--- config.mk ---
export PLATFORM = sky130hd
export DESIGN_NAME = cnn_weight_loader_flat
export DESIGN_NICKNAME = d
export VERILOG_FILES = /design/src/rtl/cnn_weight_loader_if.sv /design/src/rtl/cnn_weight_loader.sv /design/src/flat_wrapper.sv
export SDC_FILE = /design/constraint.sdc
export NUM_CORES = 1
export LEC_CHECK = 0
export CAP_MARGIN = 25
export CORE_MARGIN = 2
export CORE_UTILIZATION = 68
export DETAILED_ROUTE_END_ITERATION = 10
export DONT_BUFFER_PORTS = 1
export PLACE_DENSITY = 0.84
export SKIP_CTS_REPAIR_TIMING = 1
export SYNTH_ARGS = -nofsm -noshare
export SYNTH_HDL_FRONTEND = slang
export SYNTH_SLANG_ARGS = --single-unit
--- constraint.sdc ---
create_clock -name clk -period 28.3 [get_ports clk]
set_input_delay 5.66 -clock clk [delete_from_list [all_inputs] [get_ports clk]]
set_output_delay 5.66 -clock clk [all_outputs]
set_load 0.05 [all_outputs]
--- src/rtl/cnn_weight_loader_if.sv ---
// Command, byte-stream handshake and weight-memory write bus of the CNN weight loader.
// Prefixes are from the loader's side: i_ flows into the loader, o_ flows out of it.
interface cnn_weight_loader_if #(
  parameter int KERNEL_SIZE      = 4,
  parameter int NUM_FEATURES     = 3,
  parameter int FLATTENED_LENGTH = 432,
  parameter int DATA_WIDTH       = 8
);
  localparam int CHUNK     = KERNEL_SIZE * KERNEL_SIZE;
  localparam int NUM_BIAS  = NUM_FEATURES + 1;
  localparam int FC_WRITES = FLATTENED_LENGTH / CHUNK;
  localparam int FEAT_AW   = (NUM_FEATURES > 1) ? $clog2(NUM_FEATURES) : 1;
  localparam int FC_AW     = (FC_WRITES > 1) ? $clog2(FC_WRITES) : 1;

  logic                                i_load_start;
  logic                                i_run_start;
  logic [DATA_WIDTH-1:0]               i_byte_in;
  logic                                i_byte_valid;
  logic                                o_byte_ready;
  logic [CHUNK-1:0][DATA_WIDTH-1:0]    o_feature_weights_input;
  logic [FEAT_AW-1:0]                  o_feature_writeAddr;
  logic                                o_feature_WrEn;
  logic [CHUNK-1:0][DATA_WIDTH-1:0]    o_fullyconnected_weights_input;
  logic [FC_AW-1:0]                    o_fullyconnected_writeAddr;
  logic                                o_fullyconnected_WrEn;
  logic [NUM_BIAS-1:0][DATA_WIDTH-1:0] o_bias_weights_input;
  logic                                o_bias_WrEn;
  logic                                o_convolution_enable;
  logic                                o_busy;
  logic                                o_result_valid;
  logic                                o_cmd_err;

  modport master (
    output i_load_start, i_run_start, i_byte_in, i_byte_valid,
    input  o_byte_ready, o_feature_weights_input, o_feature_writeAddr, o_feature_WrEn,
           o_fullyconnected_weights_input, o_fullyconnected_writeAddr, o_fullyconnected_WrEn,
           o_bias_weights_input, o_bias_WrEn, o_convolution_enable, o_busy, o_result_valid,
           o_cmd_err
  );

  modport slave (
    input  i_load_start, i_run_start, i_byte_in, i_byte_valid,
    output o_byte_ready, o_feature_weights_input, o_feature_writeAddr, o_feature_WrEn,
           o_fullyconnected_weights_input, o_fullyconnected_writeAddr, o_fullyconnected_WrEn,
           o_bias_weights_input, o_bias_WrEn, o_convolution_enable, o_busy, o_result_valid,
           o_cmd_err
  );
endinterface

--- src/rtl/cnn_weight_loader.sv ---
// Byte-serial weight loader and run sequencer for the CNN core: assembles 16-byte chunks,
// strobes the feature/FC/bias memories, then kicks the core and times the run.
module cnn_weight_loader #(
  parameter int KERNEL_SIZE      = 4,
  parameter int NUM_FEATURES     = 3,
  parameter int FLATTENED_LENGTH = 432,
  parameter int DATA_WIDTH       = 8,
  parameter int RUN_LATENCY      = 632
) (
  input logic                clk,
  input logic                rst,
  cnn_weight_loader_if.slave bus
);
  localparam int CHUNK     = KERNEL_SIZE * KERNEL_SIZE;
  localparam int NUM_BIAS  = NUM_FEATURES + 1;
  localparam int FC_WRITES = FLATTENED_LENGTH / CHUNK;
  localparam int FEAT_AW   = (NUM_FEATURES > 1) ? $clog2(NUM_FEATURES) : 1;
  localparam int FC_AW     = (FC_WRITES > 1) ? $clog2(FC_WRITES) : 1;
  localparam int IDX_W     = $clog2(CHUNK);
  localparam int RUN_W     = $clog2(RUN_LATENCY);

  typedef enum logic [2:0] {
    S_IDLE, S_FEAT, S_FC, S_BIAS, S_KICK, S_RUN, S_DONE
  } state_t;

  state_t                              r_state;
  state_t                              w_next_state;
  logic                                r_in_write;
  logic [IDX_W-1:0]                    r_byte_idx;
  logic [CHUNK-2:0][DATA_WIDTH-1:0]    r_asm;
  logic [CHUNK-1:0][DATA_WIDTH-1:0]    r_feat_data;
  logic [CHUNK-1:0][DATA_WIDTH-1:0]    r_fc_data;
  logic [NUM_BIAS-1:0][DATA_WIDTH-1:0] r_bias_data;
  logic [FEAT_AW-1:0]                  r_feat_addr;
  logic [FC_AW-1:0]                    r_fc_addr;
  logic [RUN_W-1:0]                    r_run_cnt;
  logic                                r_loaded;
  logic                                r_cmd_err;

  logic             w_cmd_idle;
  logic             w_load_go;
  logic             w_run_go;
  logic             w_reject;
  logic             w_loading;
  logic             w_accept;
  logic [IDX_W-1:0] w_last_idx;
  logic             w_last_byte;
  logic             w_write;
  logic             w_last_write;

  // Commands are only honoured between runs; load_start has priority over run_start.
  assign w_cmd_idle  = (r_state == S_IDLE) || (r_state == S_DONE);
  assign w_load_go   = w_cmd_idle && bus.i_load_start;
  assign w_run_go    = w_cmd_idle && !bus.i_load_start && bus.i_run_start && r_loaded;
  assign w_reject    = (bus.i_load_start || bus.i_run_start) && !w_load_go && !w_run_go;

  assign w_loading   = (r_state == S_FEAT) || (r_state == S_FC) || (r_state == S_BIAS);
  assign w_accept    = w_loading && !r_in_write && bus.i_byte_valid;
  assign w_last_idx  = (r_state == S_BIAS) ? IDX_W'(NUM_BIAS - 1) : IDX_W'(CHUNK - 1);
  assign w_last_byte = w_accept && (r_byte_idx == w_last_idx);
  assign w_write     = w_loading && r_in_write;
  assign w_last_write = (r_state == S_FEAT) ? (r_feat_addr == FEAT_AW'(NUM_FEATURES - 1)) :
                        (r_state == S_FC)   ? (r_fc_addr == FC_AW'(FC_WRITES - 1)) : 1'b1;

  always_ff @(posedge clk or posedge rst) begin
    if (rst) r_state <= S_IDLE;
    else     r_state <= w_next_state;
  end

  always_comb begin
    w_next_state = r_state;
    case (r_state)
      S_IDLE, S_DONE: begin
        if (w_load_go)     w_next_state = S_FEAT;
        else if (w_run_go) w_next_state = S_KICK;
      end
      S_FEAT:  if (w_write && w_last_write) w_next_state = S_FC;
      S_FC:    if (w_write && w_last_write) w_next_state = S_BIAS;
      S_BIAS:  if (w_write) w_next_state = S_KICK;
      S_KICK:  w_next_state = S_RUN;
      S_RUN:   if (r_run_cnt == RUN_W'(RUN_LATENCY - 1)) w_next_state = S_DONE;
      default: w_next_state = S_IDLE;
    endcase
  end

  // The last byte of a chunk is merged straight into the output bus register, so the
  // bus is stable through the write cycle and holds afterwards.
  always_ff @(posedge clk or posedge rst) begin
    if (rst) begin
      r_in_write  <= 1'b0;
      r_byte_idx  <= '0;
      r_asm       <= '0;
      r_feat_data <= '0;
      r_fc_data   <= '0;
      r_bias_data <= '0;
      r_feat_addr <= '0;
      r_fc_addr   <= '0;
      r_run_cnt   <= '0;
      r_loaded    <= 1'b0;
      r_cmd_err   <= 1'b0;
    end else begin
      r_cmd_err <= w_reject;
      if (w_load_go) begin
        r_loaded    <= 1'b0;
        r_feat_addr <= '0;
        r_fc_addr   <= '0;
        r_byte_idx  <= '0;
        r_in_write  <= 1'b0;
      end
      if (w_accept) begin
        if (w_last_byte) begin
          r_byte_idx <= '0;
          r_in_write <= 1'b1;
          case (r_state)
            S_FEAT:  r_feat_data <= {bus.i_byte_in, r_asm};
            S_FC:    r_fc_data   <= {bus.i_byte_in, r_asm};
            default: r_bias_data <= {bus.i_byte_in, r_asm[NUM_BIAS-2:0]};
          endcase
        end else begin
          r_asm[r_byte_idx] <= bus.i_byte_in;
          r_byte_idx        <= r_byte_idx + 1'b1;
        end
      end
      if (w_write) begin
        r_in_write <= 1'b0;
        if (r_state == S_FEAT && !w_last_write) r_feat_addr <= r_feat_addr + 1'b1;
        if (r_state == S_FC && !w_last_write)   r_fc_addr   <= r_fc_addr + 1'b1;
        if (r_state == S_BIAS)                  r_loaded    <= 1'b1;
      end
      if (r_state == S_KICK)     r_run_cnt <= RUN_W'(1);
      else if (r_state == S_RUN) r_run_cnt <= r_run_cnt + 1'b1;
    end
  end

  always_comb begin
    bus.o_byte_ready                   = w_loading && !r_in_write;
    bus.o_feature_WrEn                 = !(w_write && (r_state == S_FEAT));
    bus.o_fullyconnected_WrEn          = !(w_write && (r_state == S_FC));
    bus.o_bias_WrEn                    = !(w_write && (r_state == S_BIAS));
    bus.o_feature_writeAddr            = r_feat_addr;
    bus.o_fullyconnected_writeAddr     = r_fc_addr;
    bus.o_feature_weights_input        = r_feat_data;
    bus.o_fullyconnected_weights_input = r_fc_data;
    bus.o_bias_weights_input           = r_bias_data;
    bus.o_convolution_enable           = (r_state != S_KICK);
    bus.o_busy                         = !w_cmd_idle;
    bus.o_result_valid                 = (r_state == S_DONE);
    bus.o_cmd_err                      = r_cmd_err;
  end
endmodule

--- src/flat_wrapper.sv ---
// flat-port wrapper written by rule: the top's interface ports become plain ports
module cnn_weight_loader_flat 
#(
  parameter int KERNEL_SIZE      = 4,
  parameter int NUM_FEATURES     = 3,
  parameter int FLATTENED_LENGTH = 432,
  parameter int DATA_WIDTH       = 8,
  parameter int RUN_LATENCY      = 632
)
  (clk, rst, bus_i_load_start, bus_i_run_start, bus_i_byte_in, bus_i_byte_valid, bus_o_byte_ready, bus_o_feature_weights_input, bus_o_feature_writeAddr, bus_o_feature_WrEn, bus_o_fullyconnected_weights_input, bus_o_fullyconnected_writeAddr, bus_o_fullyconnected_WrEn, bus_o_bias_weights_input, bus_o_bias_WrEn, bus_o_convolution_enable, bus_o_busy, bus_o_result_valid, bus_o_cmd_err);
  cnn_weight_loader_if #(.KERNEL_SIZE(KERNEL_SIZE), .NUM_FEATURES(NUM_FEATURES), .FLATTENED_LENGTH(FLATTENED_LENGTH), .DATA_WIDTH(DATA_WIDTH)) bus_i ();
  input logic clk;
  input logic rst;
  input wire logic [$bits(bus_i.i_load_start)-1:0] bus_i_load_start;
  input wire logic [$bits(bus_i.i_run_start)-1:0] bus_i_run_start;
  input wire logic [$bits(bus_i.i_byte_in)-1:0] bus_i_byte_in;
  input wire logic [$bits(bus_i.i_byte_valid)-1:0] bus_i_byte_valid;
  output wire logic [$bits(bus_i.o_byte_ready)-1:0] bus_o_byte_ready;
  output wire logic [$bits(bus_i.o_feature_weights_input)-1:0] bus_o_feature_weights_input;
  output wire logic [$bits(bus_i.o_feature_writeAddr)-1:0] bus_o_feature_writeAddr;
  output wire logic [$bits(bus_i.o_feature_WrEn)-1:0] bus_o_feature_WrEn;
  output wire logic [$bits(bus_i.o_fullyconnected_weights_input)-1:0] bus_o_fullyconnected_weights_input;
  output wire logic [$bits(bus_i.o_fullyconnected_writeAddr)-1:0] bus_o_fullyconnected_writeAddr;
  output wire logic [$bits(bus_i.o_fullyconnected_WrEn)-1:0] bus_o_fullyconnected_WrEn;
  output wire logic [$bits(bus_i.o_bias_weights_input)-1:0] bus_o_bias_weights_input;
  output wire logic [$bits(bus_i.o_bias_WrEn)-1:0] bus_o_bias_WrEn;
  output wire logic [$bits(bus_i.o_convolution_enable)-1:0] bus_o_convolution_enable;
  output wire logic [$bits(bus_i.o_busy)-1:0] bus_o_busy;
  output wire logic [$bits(bus_i.o_result_valid)-1:0] bus_o_result_valid;
  output wire logic [$bits(bus_i.o_cmd_err)-1:0] bus_o_cmd_err;
  assign bus_i.i_load_start = bus_i_load_start;
  assign bus_i.i_run_start = bus_i_run_start;
  assign bus_i.i_byte_in = bus_i_byte_in;
  assign bus_i.i_byte_valid = bus_i_byte_valid;
  assign bus_o_byte_ready = bus_i.o_byte_ready;
  assign bus_o_feature_weights_input = bus_i.o_feature_weights_input;
  assign bus_o_feature_writeAddr = bus_i.o_feature_writeAddr;
  assign bus_o_feature_WrEn = bus_i.o_feature_WrEn;
  assign bus_o_fullyconnected_weights_input = bus_i.o_fullyconnected_weights_input;
  assign bus_o_fullyconnected_writeAddr = bus_i.o_fullyconnected_writeAddr;
  assign bus_o_fullyconnected_WrEn = bus_i.o_fullyconnected_WrEn;
  assign bus_o_bias_weights_input = bus_i.o_bias_weights_input;
  assign bus_o_bias_WrEn = bus_i.o_bias_WrEn;
  assign bus_o_convolution_enable = bus_i.o_convolution_enable;
  assign bus_o_busy = bus_i.o_busy;
  assign bus_o_result_valid = bus_i.o_result_valid;
  assign bus_o_cmd_err = bus_i.o_cmd_err;
  cnn_weight_loader #(.KERNEL_SIZE(KERNEL_SIZE), .NUM_FEATURES(NUM_FEATURES), .FLATTENED_LENGTH(FLATTENED_LENGTH), .DATA_WIDTH(DATA_WIDTH), .RUN_LATENCY(RUN_LATENCY)) u_core (.clk(clk), .rst(rst), .bus(bus_i));
endmodule
==> impl_results.md <==
- Status: finished, final reports clean
- Post-synthesis simple-gate area fraction: 3.63%
- Period utilization: 28.5%
- First drt pass iteration count: 4
- Core area: 24400 um^2
- Peak VDD IR: 0.0000535 V
- Clock Tree Buf Depth: 3
- # rows: 57
- Slowest CP cell: nor2_1
- Worst path max stage delay: 0.74 ns
- Final GP Congestion: 0.849
- Antenna Diode Count: 0
- Clock power frac: 39.1%
- Share of power burned in registers: 51.8%
- GRT Residual Overflow: 0
- CTS Buf Count: 42
- Adder-cell share of the synthesized area: 0.665%
- #FFs+latches synth: 435
- Total clock sinks: 435
- IO Count: 316
- Post-synth ARST share: 100%
- Synth Area in XOR/XNOR: 0.362%
- Most used cell, CP: nor2_1
- Worst Path Buf+Inv: 0
- Max-cap viol count: 0
- Area of the multi-input gates: 5680 um^2
- Compound-Gate Fraction of Synth Area: 1.45%
- PwrDens: 76.3 nW/um^2
- CP Capture Type: output pin
- Initial antenna violation count: 0
- Starting Density: 69.4%
- 1st-iter DRT viols: 480
- Largest net degree at the start of global routing: 173
- Commonest non-fill, non-tap cell in the layout: dfrtp_1
- Clk_skew: 0.0166 ns
- TritonCTS clock tree: yes
- Combinational share of power: 9.1%
- Design Power: 1.41 mW
- Worst Setup Path Type: reg2out
- Reg area: 10900 um^2
- CP cell instances: nor2_1 -> or2_2 -> nor2_1
- Final antenna-violating net count: 0
- Ys Warns: 0
- Min Tclk post-route: 8.07 ns
- Setup-failing EPs final: 0
- Fin area: 18500 um^2
- Mapped Cells: 1083
- Psw: 366 uW
- Chip Height: 162 um
- H-tree Lvls: 2
- Root buffer cell: clkbuf_16
- Reg2reg path depth: 5
- Post-synthesis mux area share: 27.3%
- Slew Viols, Final: 0
- Smallest hold slack: 0.514 ns
- Non-filler cells in the finished layout: 1439
- Reg2Reg Setup Slack: 25.03 ns
- First-pass GRT wire length: 55000 um
- Die area: 26200 um^2
- Nets: 1104
- Switching share of power: 25.9%
- Share of the yosys chip area belonging to registers: 64.3%
- Hold Vio Cnt, Final: 0
- Area Overhead vs Synth: 9.26%
- Worst Path Required: 22.64 ns
- Layout cells sized above 1: 44.8%
- Most frequent cells in the layout: dfrtp_1, mux2_2, clkbuf_16
- Delay-heaviest family, CP: simple AND/OR/NAND/NOR gates
- Vias/cell: 6.19
- Leak: 9.32 nW
- Crit path DAT: 2.41 ns
- Cell Count Post-Placement: 1361
- DR DRC count: 0
- Hold Crit Start: u_core.r_loaded$_DFF_PP0_
- Wire per inst: 25.0 um
- Syn Area/Cell: 15.6 um^2
- Placed cell area: 17100 um^2
- Fill cell count: 1413
- GRT Total Usage: 27.3%
- Worst Hold End: u_core.r_loaded$_DFF_PP0_
- WL final: 35900 um
- Dpl hpwl: 22600 um
- Synthesized net count: 1105
- Largest family of logic cells by synthesized area: multiplexers
- Dominant synthesized flop cell: dfrtp_1
- Post-synth EDFFs: 0
- Crit Reg-Reg Endpoint: u_core.bus.o_fullyconnected_weights_input[32]$_DFFE_PP0P_
- Vias: 8913
- Vias in the first global route: 9414
- Hold Path Class: reg2reg
- Reg clk slew, reported paths: 0.06 ns
- Synthesized area: 16900 um^2
- Worst skew pair latency: 0.54 ns
- Fmax: 124 MHz
- Synth cell types: 51
- Startpoint types: register
- CP max FO: 16
- Setup tns final: 0 ns
- Worst slew pin tran: 0.972 ns
- Unrepaired setup endpoints after global routing: no
- Relative slew slack: 35.0%
- Worst Hold Depth: 2
- Int Power: 1.05 mW
- FF-to-FF Start: u_core.r_state[2]$_DFFE_PP0P_
- Die W: 162 um
- I/O Buffers: 0
==> cell usage after synthesis, types with 3 or more instances <==
master | count | area (um^2)
buf_4 | 25 | 188
nor3_1 | 5 | 25.0
nand3_1 | 23 | 115
nor2b_1 | 5 | 31.3
clkbuf_1 | 18 | 67.6
xor2_1 | 5 | 43.8
or3_1 | 6 | 37.5
a21oi_1 | 6 | 30.0
nor2_2 | 5 | 31.3
buf_2 | 8 | 40.0
nand4_1 | 5 | 31.3
o21ai_0 | 13 | 65.1
o31ai_1 | 3 | 22.5
mux2_2 | 409 | 4610
nor2_1 | 20 | 75.1
ha_1 | 9 | 113
inv_1 | 13 | 48.8
buf_6 | 4 | 45.0
dfrtp_1 | 435 | 10900
nand2b_1 | 3 | 18.8
nand2_1 | 26 | 97.6
==> stage by stage <==
step | worst slack [ns] | util, %
5_1_grt | 20.18 | 75.9
4_1_cts | 20.27 | 75.8
3_3_place_gp | 20.26 | 70.1
2_1_floorplan | 10.52 | -
3_5_place_dp | 20.22 | 70.1
6_report | 20.23 | 75.9
==> kinds of logic after synthesis <==
group                    Yosys count
AO/OA/AOI/OAI                     38
XOR/XNOR                           7
adder cells (fa/ha/maj)            9
buffers and inverters             68
flip-flops                       435
multiplexers                     411
AND/OR/NAND/NOR                  115
==> flip-flops by register name, summed over array words and instances (netlist names) <==
signal and flops:
u_core.bus.o_feature_weights_input 128, u_core.bus.o_fullyconnected_weights_input 128, u_core.r_asm 120, u_core.bus.o_bias_weights_input 32, u_core.r_run_cnt 10, u_core.bus.o_fullyconnected_writeAddr 5
u_core.r_byte_idx 4, u_core.r_state 3, u_core.bus.o_feature_writeAddr 2, u_core.bus.o_cmd_err 1, u_core.r_in_write 1, u_core.r_loaded 1
==> worst max path at each step <==
stage	start	end	slack (ns)	cells past startpoint
after floorplan	rst	u_core.bus.o_bias_weights_input[0]$_DFFE_PP0P_	10.52	1
after global placement	rst	u_core.bus.o_feature_weights_input[72]$_DFFE_PP0P_	20.26	3
after detailed placement	rst	u_core.bus.o_feature_weights_input[72]$_DFFE_PP0P_	20.22	3
after CTS	u_core.r_state[2]$_DFFE_PP0P_	bus_o_byte_ready	20.27	2
after global routing	u_core.r_state[0]$_DFFE_PP0P_	bus_o_byte_ready	20.18	3
final	u_core.r_state[1]$_DFFE_PP0P_	bus_o_byte_ready	20.23	3
==> worst register-to-register path: cells and delay by family, from the launching register on <==
kind / cells / cell delay (ns)
AOI/OAI and AO/OA: 1 / 0.42
buffers and inverters: 1 / 0.77
DFF: 1 / 0.68
muxes: 1 / 0.51
and+or+nand+nor: 2 / 0.79
==> cell type report <==
type	instances	share of cell area (%)
sequential	435	58.8
multi-input combinational	580	30.7
clock buffer	67	7.00
tap	324	2.19
clock inverter	10	0.521
timing repair buffer	10	0.494
inverter	13	0.304
==> per-layer routing <==
metal / GRT usage [%] / vias to the layer above / part of all wire (%)
met5: 0 / - / 0
met4: 7.60 / 0 / 2.4
met3: 10.2 / 64 / 9.6
met2: 44.6 / 311 / 49
met1: 34.9 / 4710 / 40
li1: - / 3828 / -
==> power groups by stage <==
stage          registers (mW)  clock network, mW  logic [mW]
2_1_floorplan           0.717                  0       0.119
3_3_place_gp            0.738                  0       0.123
3_5_place_dp            0.741                  0       0.128
4_1_cts                 0.731              0.558       0.130
5_1_grt                 0.738              0.584       0.143
6_report                0.732              0.551       0.129
(Power assumes the default switching activity.)
